[src/rtl/led_pattern_pkg.sv]
// -----------------------------------------------------------------------------
// led_pattern_pkg
// Shared types and constants for the LED pattern generator.
//   mode_e   : pattern mode (COUNT, SCAN, BLINK, HOLD), 2 bits
//   state_e  : mode-change FSM state (RUN, SWITCH)
//   SEED_*   : pattern loaded when a mode change takes effect
//   scan_step: next one-hot bounce value and direction
// -----------------------------------------------------------------------------
package led_pattern_pkg;

    typedef enum logic [1:0] {
        MODE_COUNT = 2'd0,
        MODE_SCAN  = 2'd1,
        MODE_BLINK = 2'd2,
        MODE_HOLD  = 2'd3
    } mode_e;

    typedef enum logic {
        ST_RUN    = 1'b0,
        ST_SWITCH = 1'b1
    } state_e;

    localparam logic [3:0] SEED_COUNT  = 4'b0000;
    localparam logic [3:0] SEED_SCAN   = 4'b0001;
    localparam logic [3:0] SEED_BLINK  = 4'b0000;
    localparam logic [3:0] SCAN_TOP    = 4'b1000;
    localparam logic [3:0] SCAN_BOTTOM = 4'b0001;

    // Returns {dir_up_next, pattern_next}. Direction flips on arriving at
    // either end so the end value is shown exactly once per bounce. A
    // non-one-hot value (not reachable after a reseed) recovers to the seed.
    function automatic logic [4:0] scan_step(input logic [3:0] pat,
                                             input logic       dir_up);
        logic [3:0] nxt;
        logic       ndir;
        nxt  = dir_up ? {pat[2:0], 1'b0} : {1'b0, pat[3:1]};
        ndir = dir_up;
        if (nxt == SCAN_TOP) begin
            ndir = 1'b0;
        end else if (nxt == SCAN_BOTTOM) begin
            ndir = 1'b1;
        end else if (nxt == 4'b0000) begin
            nxt  = SEED_SCAN;
            ndir = 1'b1;
        end else begin
            ndir = dir_up;
        end
        return {ndir, nxt};
    endfunction

endpackage

[src/rtl/tick_prescaler.sv]
// -----------------------------------------------------------------------------
// tick_prescaler
// Free-running LOG2DELAY-bit up counter; tick is high while the count is
// all-ones, i.e. one cycle in every 2^LOG2DELAY. The count wraps to zero.
//   clk   : clock, rising edge
//   rst_n : asynchronous active-low reset
//   tick  : combinational all-ones detect (registered by the consumer)
// -----------------------------------------------------------------------------
module tick_prescaler #(
    parameter int LOG2DELAY = 25
) (
    input  logic clk,
    input  logic rst_n,
    output logic tick
);

    if ((LOG2DELAY < 2) || (LOG2DELAY > 31)) begin : g_log2delay_check
        $error("tick_prescaler: LOG2DELAY must be in 2..31");
    end

    logic [LOG2DELAY-1:0] r_cnt;

    // Prescaler counter, natural wrap from all-ones to zero.
    always_ff @(posedge clk or negedge rst_n) begin
        if (!rst_n) begin
            r_cnt <= {LOG2DELAY{1'b0}};
        end else begin
            r_cnt <= r_cnt + {{(LOG2DELAY-1){1'b0}}, 1'b1};
        end
    end

    assign tick = (r_cnt == {LOG2DELAY{1'b1}});

endmodule

[src/rtl/led_pattern_gen.sv]
// -----------------------------------------------------------------------------
// led_pattern_gen
// Free-running LED pattern generator with four modes and a valid/ready
// mode-change handshake; a new mode takes effect on the next prescaler tick.
//   clk          : clock, rising edge
//   rst_n        : asynchronous active-low reset
//   mode_i       : requested mode (0 COUNT, 1 SCAN, 2 BLINK, 3 HOLD)
//   mode_valid_i : request valid
//   mode_ready_o : request can be accepted (registered)
//   dim_i        : brightness 0..15 (only with LED_PATTERN_DIM_EN)
//   led_o        : pattern to LED OBUFs (PWM-gated with LED_PATTERN_DIM_EN)
//   diff_o       : ungated pattern bit 0, to OBUFTDS I input
//   tick_o       : one-cycle pulse aligned with each new pattern
// Build option: define LED_PATTERN_DIM_EN to add dim_i and the PWM gate
// (led_o then has one extra register stage).
// -----------------------------------------------------------------------------
module led_pattern_gen
    import led_pattern_pkg::*;
#(
    parameter int LOG2DELAY = 25,
    parameter int NLEDS     = 4
) (
    input  logic             clk,
    input  logic             rst_n,
    input  logic [1:0]       mode_i,
    input  logic             mode_valid_i,
`ifdef LED_PATTERN_DIM_EN
    input  logic [3:0]       dim_i,
`endif
    output logic             mode_ready_o,
    output logic [NLEDS-1:0] led_o,
    output logic             diff_o,
    output logic             tick_o
);

    if (NLEDS != 4) begin : g_nleds_check
        $error("led_pattern_gen: NLEDS must be 4 in this revision");
    end

    logic             w_tick;
    state_e           r_state;
    mode_e            r_mode;
    mode_e            r_pend_mode;
    logic             r_dir_up;
    logic [NLEDS-1:0] r_pattern;
    logic             r_ready;
    logic             r_tick;
    logic [NLEDS-1:0] w_step_pat;
    logic             w_step_dir;
    logic [NLEDS-1:0] w_seed_pat;
    logic [4:0]       w_scan;

    tick_prescaler #(
        .LOG2DELAY (LOG2DELAY)
    ) u_prescaler (
        .clk   (clk),
        .rst_n (rst_n),
        .tick  (w_tick)
    );

    // Next pattern when stepping in the current mode.
    always_comb begin
        w_step_pat = r_pattern;
        w_step_dir = r_dir_up;
        w_scan     = scan_step(r_pattern, r_dir_up);
        case (r_mode)
            MODE_COUNT: w_step_pat = r_pattern + 4'd1;
            MODE_SCAN: begin
                w_step_pat = w_scan[3:0];
                w_step_dir = w_scan[4];
            end
            MODE_BLINK: w_step_pat = ~r_pattern;
            MODE_HOLD:  w_step_pat = r_pattern;
            default:    w_step_pat = r_pattern;
        endcase
    end

    // Seed pattern loaded when the pending mode takes effect.
    always_comb begin
        w_seed_pat = r_pattern;
        case (r_pend_mode)
            MODE_COUNT: w_seed_pat = SEED_COUNT;
            MODE_SCAN:  w_seed_pat = SEED_SCAN;
            MODE_BLINK: w_seed_pat = SEED_BLINK;
            MODE_HOLD:  w_seed_pat = r_pattern;
            default:    w_seed_pat = r_pattern;
        endcase
    end

    // Mode-change FSM, pattern register, handshake and tick pulse.
    always_ff @(posedge clk or negedge rst_n) begin
        if (!rst_n) begin
            r_state     <= ST_RUN;
            r_mode      <= MODE_COUNT;
            r_pend_mode <= MODE_COUNT;
            r_dir_up    <= 1'b1;
            r_pattern   <= {NLEDS{1'b0}};
            r_ready     <= 1'b1;
            r_tick      <= 1'b0;
        end else begin
            r_tick <= w_tick;
            case (r_state)
                ST_RUN: begin
                    // A tick in the accept cycle still steps the old mode;
                    // the reseed waits for the following tick.
                    if (w_tick) begin
                        r_pattern <= w_step_pat;
                        r_dir_up  <= w_step_dir;
                    end
                    if (mode_valid_i && r_ready) begin
                        r_pend_mode <= mode_e'(mode_i);
                        r_state     <= ST_SWITCH;
                        r_ready     <= 1'b0;
                    end
                end
                ST_SWITCH: begin
                    if (w_tick) begin
                        r_mode    <= r_pend_mode;
                        r_pattern <= w_seed_pat;
                        if (r_pend_mode == MODE_SCAN) begin
                            r_dir_up <= 1'b1;
                        end
                        r_state <= ST_RUN;
                        r_ready <= 1'b1;
                    end
                end
                default: begin
                    r_state <= ST_RUN;
                    r_ready <= 1'b1;
                end
            endcase
        end
    end

    assign mode_ready_o = r_ready;
    assign tick_o       = r_tick;
    assign diff_o       = r_pattern[0];

`ifdef LED_PATTERN_DIM_EN
    logic [3:0]       r_pwm;
    logic [NLEDS-1:0] r_led;
    logic             w_pwm_on;

    // 5-bit compare so dim_i=15 (threshold 16) keeps the LEDs always on.
    assign w_pwm_on = ({1'b0, r_pwm} < ({1'b0, dim_i} + 5'd1));

    // Free-running PWM phase counter and gated LED output stage.
    always_ff @(posedge clk or negedge rst_n) begin
        if (!rst_n) begin
            r_pwm <= 4'd0;
            r_led <= {NLEDS{1'b0}};
        end else begin
            r_pwm <= r_pwm + 4'd1;
            r_led <= r_pattern & {NLEDS{w_pwm_on}};
        end
    end

    assign led_o = r_led;
`else
    assign led_o = r_pattern;
`endif

endmodule

[config.mk]
export PLATFORM = sky130hd
export DESIGN_NAME = led_pattern_gen
export DESIGN_NICKNAME = d
export VERILOG_FILES = /design/src/rtl/led_pattern_pkg.sv /design/src/rtl/tick_prescaler.sv /design/src/rtl/led_pattern_gen.sv
export SDC_FILE = /design/constraint.sdc
export NUM_CORES = 1
export LEC_CHECK = 0
export CAP_MARGIN = 10
export CORE_MARGIN = 4
export CORE_UTILIZATION = 58
export DETAILED_ROUTE_END_ITERATION = 8
export GPL_TIMING_DRIVEN = 0
export HOLD_SLACK_MARGIN = 0.02
export PLACE_DENSITY = 0.75
export SYNTH_ARGS = -nofsm -noshare
export SYNTH_HDL_FRONTEND = slang
export SYNTH_SLANG_ARGS = --single-unit
[constraint.sdc]
create_clock -name clk -period 2.1 [get_ports clk]
set_input_delay 0.315 -clock clk [delete_from_list [all_inputs] [get_ports clk]]
set_output_delay 0.315 -clock clk [all_outputs]
set_load 0.01 [all_outputs]
; Word level (Yosys, flattened, before mapping)
; Cells that the tools add are included.
[op_classes]
n_mux = 23
n_mul = 0
div = 0
order_cmp = 0
shifts = 0
n_eq_ne = 17
n_reduce_logical = 10
n_bitwise = 2
addsub = 2
[ops]
columns = operator, n
row1 = 25-bit by 1-bit adder with 25-bit output (second input constant), 1
row2 = 25-bit == test (second input constant), 1
row3 = 4-bit two-way mux, 6
row4 = 4-bit case mux with 2 select lines, 2
row5 = 4-bit case mux with 3 select lines, 1
row6 = 1-bit two-way mux, 11
row7 = 2-bit != test (second input constant), 5
row8 = 2-bit == test (second input constant), 4
row9 = 1-bit case mux with 2 select lines, 3
row10 = 2-bit AND reduction, 3
row11 = 5-bit AND reduction, 1
row12 = 4-bit by 1-bit adder with 4-bit output (second input constant), 1
row13 = 2-bit by 1-bit == test with 1-bit output (second input constant), 2
row14 = 4-bit by 1-bit == test with 1-bit output (second input constant), 1
row15 = 4-bit == test (second input constant), 1
row16 = 2-bit zero test, 2
row17 = 4-bit zero test, 1
row18 = 2-bit by 1-bit != test with 1-bit output (second input constant), 2
row19 = 4-bit != test (second input constant), 1
row20 = 4-bit inverter, 1
row21 = 4-bit AND reduction, 1
row22 = 2-bit OR reduction, 1
row23 = 1-bit logical AND, 1
row24 = 1-bit inverter, 1
[word_totals]
ff_bits = 37
inputBits = 5
mem_bits_ro = 0
latchBits = 0
mem_count = 0
mem_bits_rw = 0
out_inout_bits = 7

; Depth between registers and ports, before layout
[logic_depth]
ltp_word = 8
mapped_depth = 7
depth_no_buf = 6

; Modules after synthesis
; A second synthesis with hierarchy kept.
[hier_totals]
hier_cells = 167
area_unflattened_um2 = 1868.0
[by_module_without_submodules]
columns = module, cells_per_inst, area_per_inst_um2, instances
row1 = tick_prescaler, 89, 1092.3, 1
row2 = led_pattern_gen, 78, 775.7, 1

; Worst setup path after synthesis
; No wires, ideal clock.
[synth_timing]
path_type = register to register
from = register u_prescaler.r_cnt[7]
to = register r_mode[0]
required_ps = 1973
arrival_time_ps = 1778
slack_ps = 195
path_buffers = 0
setup_ps = 127
stages_incl_launch_ff = 5
path_cell_list = dfrtp_1 > nand4_2 > or4_4 > or3b_1 > mux2_1
[synth_between]
elab_chain_cells = 2
[synth_rtl]
columns = item, line
row1 = "start, declared", tick_prescaler.sv:21  ; logic [LOG2DELAY-1:0] r_cnt;
row2 = "start signal, assigned", tick_prescaler.sv:26  ; r_cnt <= {LOG2DELAY{1'b0}};
row3 = "start signal, assigned", tick_prescaler.sv:28  ; r_cnt <= r_cnt + {{(LOG2DELAY-1){1'b0}}, 1'b1};
row4 = 25-bit == test, tick_prescaler.sv:32  ; assign tick = (r_cnt == {LOG2DELAY{1'b1}});
row5 = 2-bit AND reduction (no source line), n/a
row6 = "end signal, assigned", led_pattern_gen.sv:118  ; r_mode <= r_pend_mode;
row7 = "end, declared", led_pattern_gen.sv:42  ; mode_e r_mode;
; Every way passes these cells.
; A chain may end at the register's enable or synchronous reset.

; Worst setup path after layout
; Same ends and word-level chain as after synthesis.

==> flow_summary.ini <==
[final_layout]
area_delta_synth_final_pct = 12.33
ff_latch_area_um2 = 930.9
diodes = 0
multiInputGateArea_um2 = 914.6
final_nets = 204
final_cell_count_no_fill = 239
post_route_cells_drive_above_1_share = 0.1385
fillerInstances = 247

[critical_path]
rr_startpoint = u_prescaler.r_cnt[7]
path_max_fanout = 6
timing.critical_path.from = u_prescaler.r_cnt[7]
critPathArrivalTime_ns = 2.25
worst_setup_path_end_kind = register
worstRegToRegCells = 4
critical_path_required_ns = 2.33
worst-setup-path-type = register to register
start_kind = register

[clock_tree]
clk_path_buf_depth = 2
cts_root_buf = clkbuf_4
clkLatencyLatePin_ns = 0.33
postCtsSetupRepairBufs = 0
cts-htree-levels = 2
ctsHoldBuffers = 0
cts_buffers = 5
cts.clk_slew.worst_paths_ns = 0.10
clock_sink_count = 37
tritoncts = yes

[power]
p_per_area_mw_per_mm2 = 595.1
max-vdd-ir-drop_mv = 0.3857
power.static_leakage_nw = 0.9600
fin_total_pwr_mw = 1.261

[place]
numPortBuffers = 11
worst_setup_slack_after_placement_ns = -0.1200
routabilityCongestion = 0.8291
dpl.cell_count = 231
post-dp-hpwl_mm = 2.411

[timing]
drv_slew = 0
final_hold_viol_count = 0
clock.fmax_mhz = 493.6
finClkSkew_ns = 0.005334
max_slew_margin = 0.4695
report.final.setup_viol = 0
hold_ws_ns = 0.05439
final.min_clock_period_ns = 2.026
post-route-period-util = 0.9647
timing.final.ws_setup_ns = 0.07413
setup_repair_after_global_routing_missed_its_margin = true
worst-slew-pin-transition_ns = 0.7885

[route]
dr_wl_met3_um = 119
avgViaCountPerCell = 5.649
routed-via-count = 1350
wl_met2_mm = 1.725
drcViolationCount = 0
avgRoutedWirePerCell_um = 14.25
wl_met1_mm = 1.533
highest_layer = met4
initialDrtViolationCount = 105
ant_nets = 0
drt_wl_total_mm = 3.406
detail_route.first_pass.iterations = 4

[global_routing]
overflow = 0
global_route.usage.total = 0.1845
vias_in_the_first_global_route = 1332
global_route_wire_length_before_repair_mm = 5.982
grt_antenna_before_repair = 0
grt_max_degree = 38

[die]
floorplan.initialDensity = 0.6130
die_area_mm2 = 0.004230
die_width_um = 65.04
dieHeight_um = 65.04
coreArea_mm2 = 0.003078
rows = 20
design.portCount = 12

[logic_synthesis]
synth_compound_area_frac = 0.06565
yosys-top-cells-area = dfrtp_1, xnor2_1, mux2_2
yosys-mux-area-fraction = 0.05902
synth_largest_area_cell = dfrtp_1
number_of_enable_flip_flop_cells_after_synthesis = 0
yosysWarnings = 0
synth-adder-area-share = 0.03316
postSynth.asyncResetShare = 1.000
synth_xor_area_frac = 0.1068
postSynthRegisterBits = 37
seq_total_area_yosys = 0.4920
synth-main-ff-cell = dfrtp_1
postSynthCellCount = 176
synth_area_per_cell_um2 = 10.72
synth_most_common_cell = dfrtp_1
netlist_top_cells_count = dfrtp_1, xnor2_1, nand3_1, nand2_1, inv_1
synth-simple-area-share = 0.2095
combinational_family_with_the_most_area_after_synthesis = simple AND/OR/NAND/NOR gates
synth_top_area_share = 0.4642
syn_nets = 186
synthesis.area_mm2 = 0.001887
post_synth_num_cell_types = 46

[job]
maxCapViolCount = 0

[run_status]
result_of_the_run = finished clean

[worst_hold_path]
min_path_type = primary input to asynchronous set/reset pin
## stage by stage
step	instance area [um2]	setup TNS, ns	util
6_report	2120	0	0.6886
5_1_grt	2120	-0.02439	0.6886
4_1_cts	2103	0	0.6833
3_5_place_dp	2047	-0.5781	0.6650
3_3_place_gp	2052	-0.5435	0.6667
2_1_floorplan	1887	0	-
## sequential cells by signal, indices dropped and copies added, names as in the netlist
name / count
r_mode: 2
tick_o: 1
led_o: 4
u_prescaler.r_cnt: 25
r_state: 1
mode_ready_o: 1
r_dir_up: 1
r_pend_mode: 2
## what timing repair did
action                                  in CTS  in global routing
gates resized for setup                      2                  4
hold endpoints to repair                     0                  0
pin swaps                                    0                  0
endpoints found under the setup margin      11                 12
## critical path, cell delays in order, from the launching register on
cell and delay [ns]:
dfrtp_2 0.42, nand4_2 0.18, or4_4 0.57, or3b_1 0.42, mux2_1 0.33
## final timing paths
| check | to | slack [ns] |
|---|---|---|
| hold / removal | u_prescaler.r_cnt[3] | 0.05 |
| hold reg to reg | u_prescaler.r_cnt[0] | 0.48 |
| min in group clk | u_prescaler.r_cnt[0] | 0.48 |
| setup reg to reg | r_mode[0] | 0.07 |
| setup / recovery | r_mode[0] | 0.07 |
| max in group asynchronous | u_prescaler.r_cnt[7] | 1.50 |
## routing by layer
| metal | vias up | track usage |
|---|---|---|
| li1 | 665 | - |
| met1 | 656 | 0.2257 |
| met2 | 23 | 0.3001 |
| met3 | 6 | 0.05373 |
| met4 | 0 | 0.08549 |
| met5 | - | 0 |
## layout by cell type, fill, tap and decap left out, drive strengths merged, types with 3 or more instances in the layout
cell	netlist	layout
xor2	6	6
a21oi	4	4
clkdlybuf4s50	0	10
nand4	6	6
nor2	6	6
xnor2	17	17
inv	8	8
mux2	9	9
ha	5	5
and4	4	4
nor4	3	3
nor3	5	5
and3	4	4
nand2	12	12
nand3	14	14
nor2b	3	3
dfrtp	35	35
clkbuf	6	14
## logic make-up after synthesis
group,after synthesis
AO/OA/AOI/OAI,17
XOR/XNOR,23
adder cells (fa/ha/maj),5
buffers and inverters,16
flip-flops,37
multiplexers,10
AND/OR/NAND/NOR,68
## power by group
group	switching [mW]	internal, mW	leakage, nW
Combinational	0.0644	0.0661	0.450
Clock	0.212	0.133	0.0265
Sequential	0.0378	0.748	0.484
Total	0.314	0.947	0.960
## final cells by class
class / instances / share of cell area
inverters: 9 / 0.01594
repair buffers: 11 / 0.04959
flip-flops and latches: 37 / 0.4392
clock buffers: 8 / 0.02302
plain buffers: 7 / 0.01476
well taps: 44 / 0.02597
multi-input cells: 123 / 0.4315
Note: power is estimated with default switching activity, not from simulation.
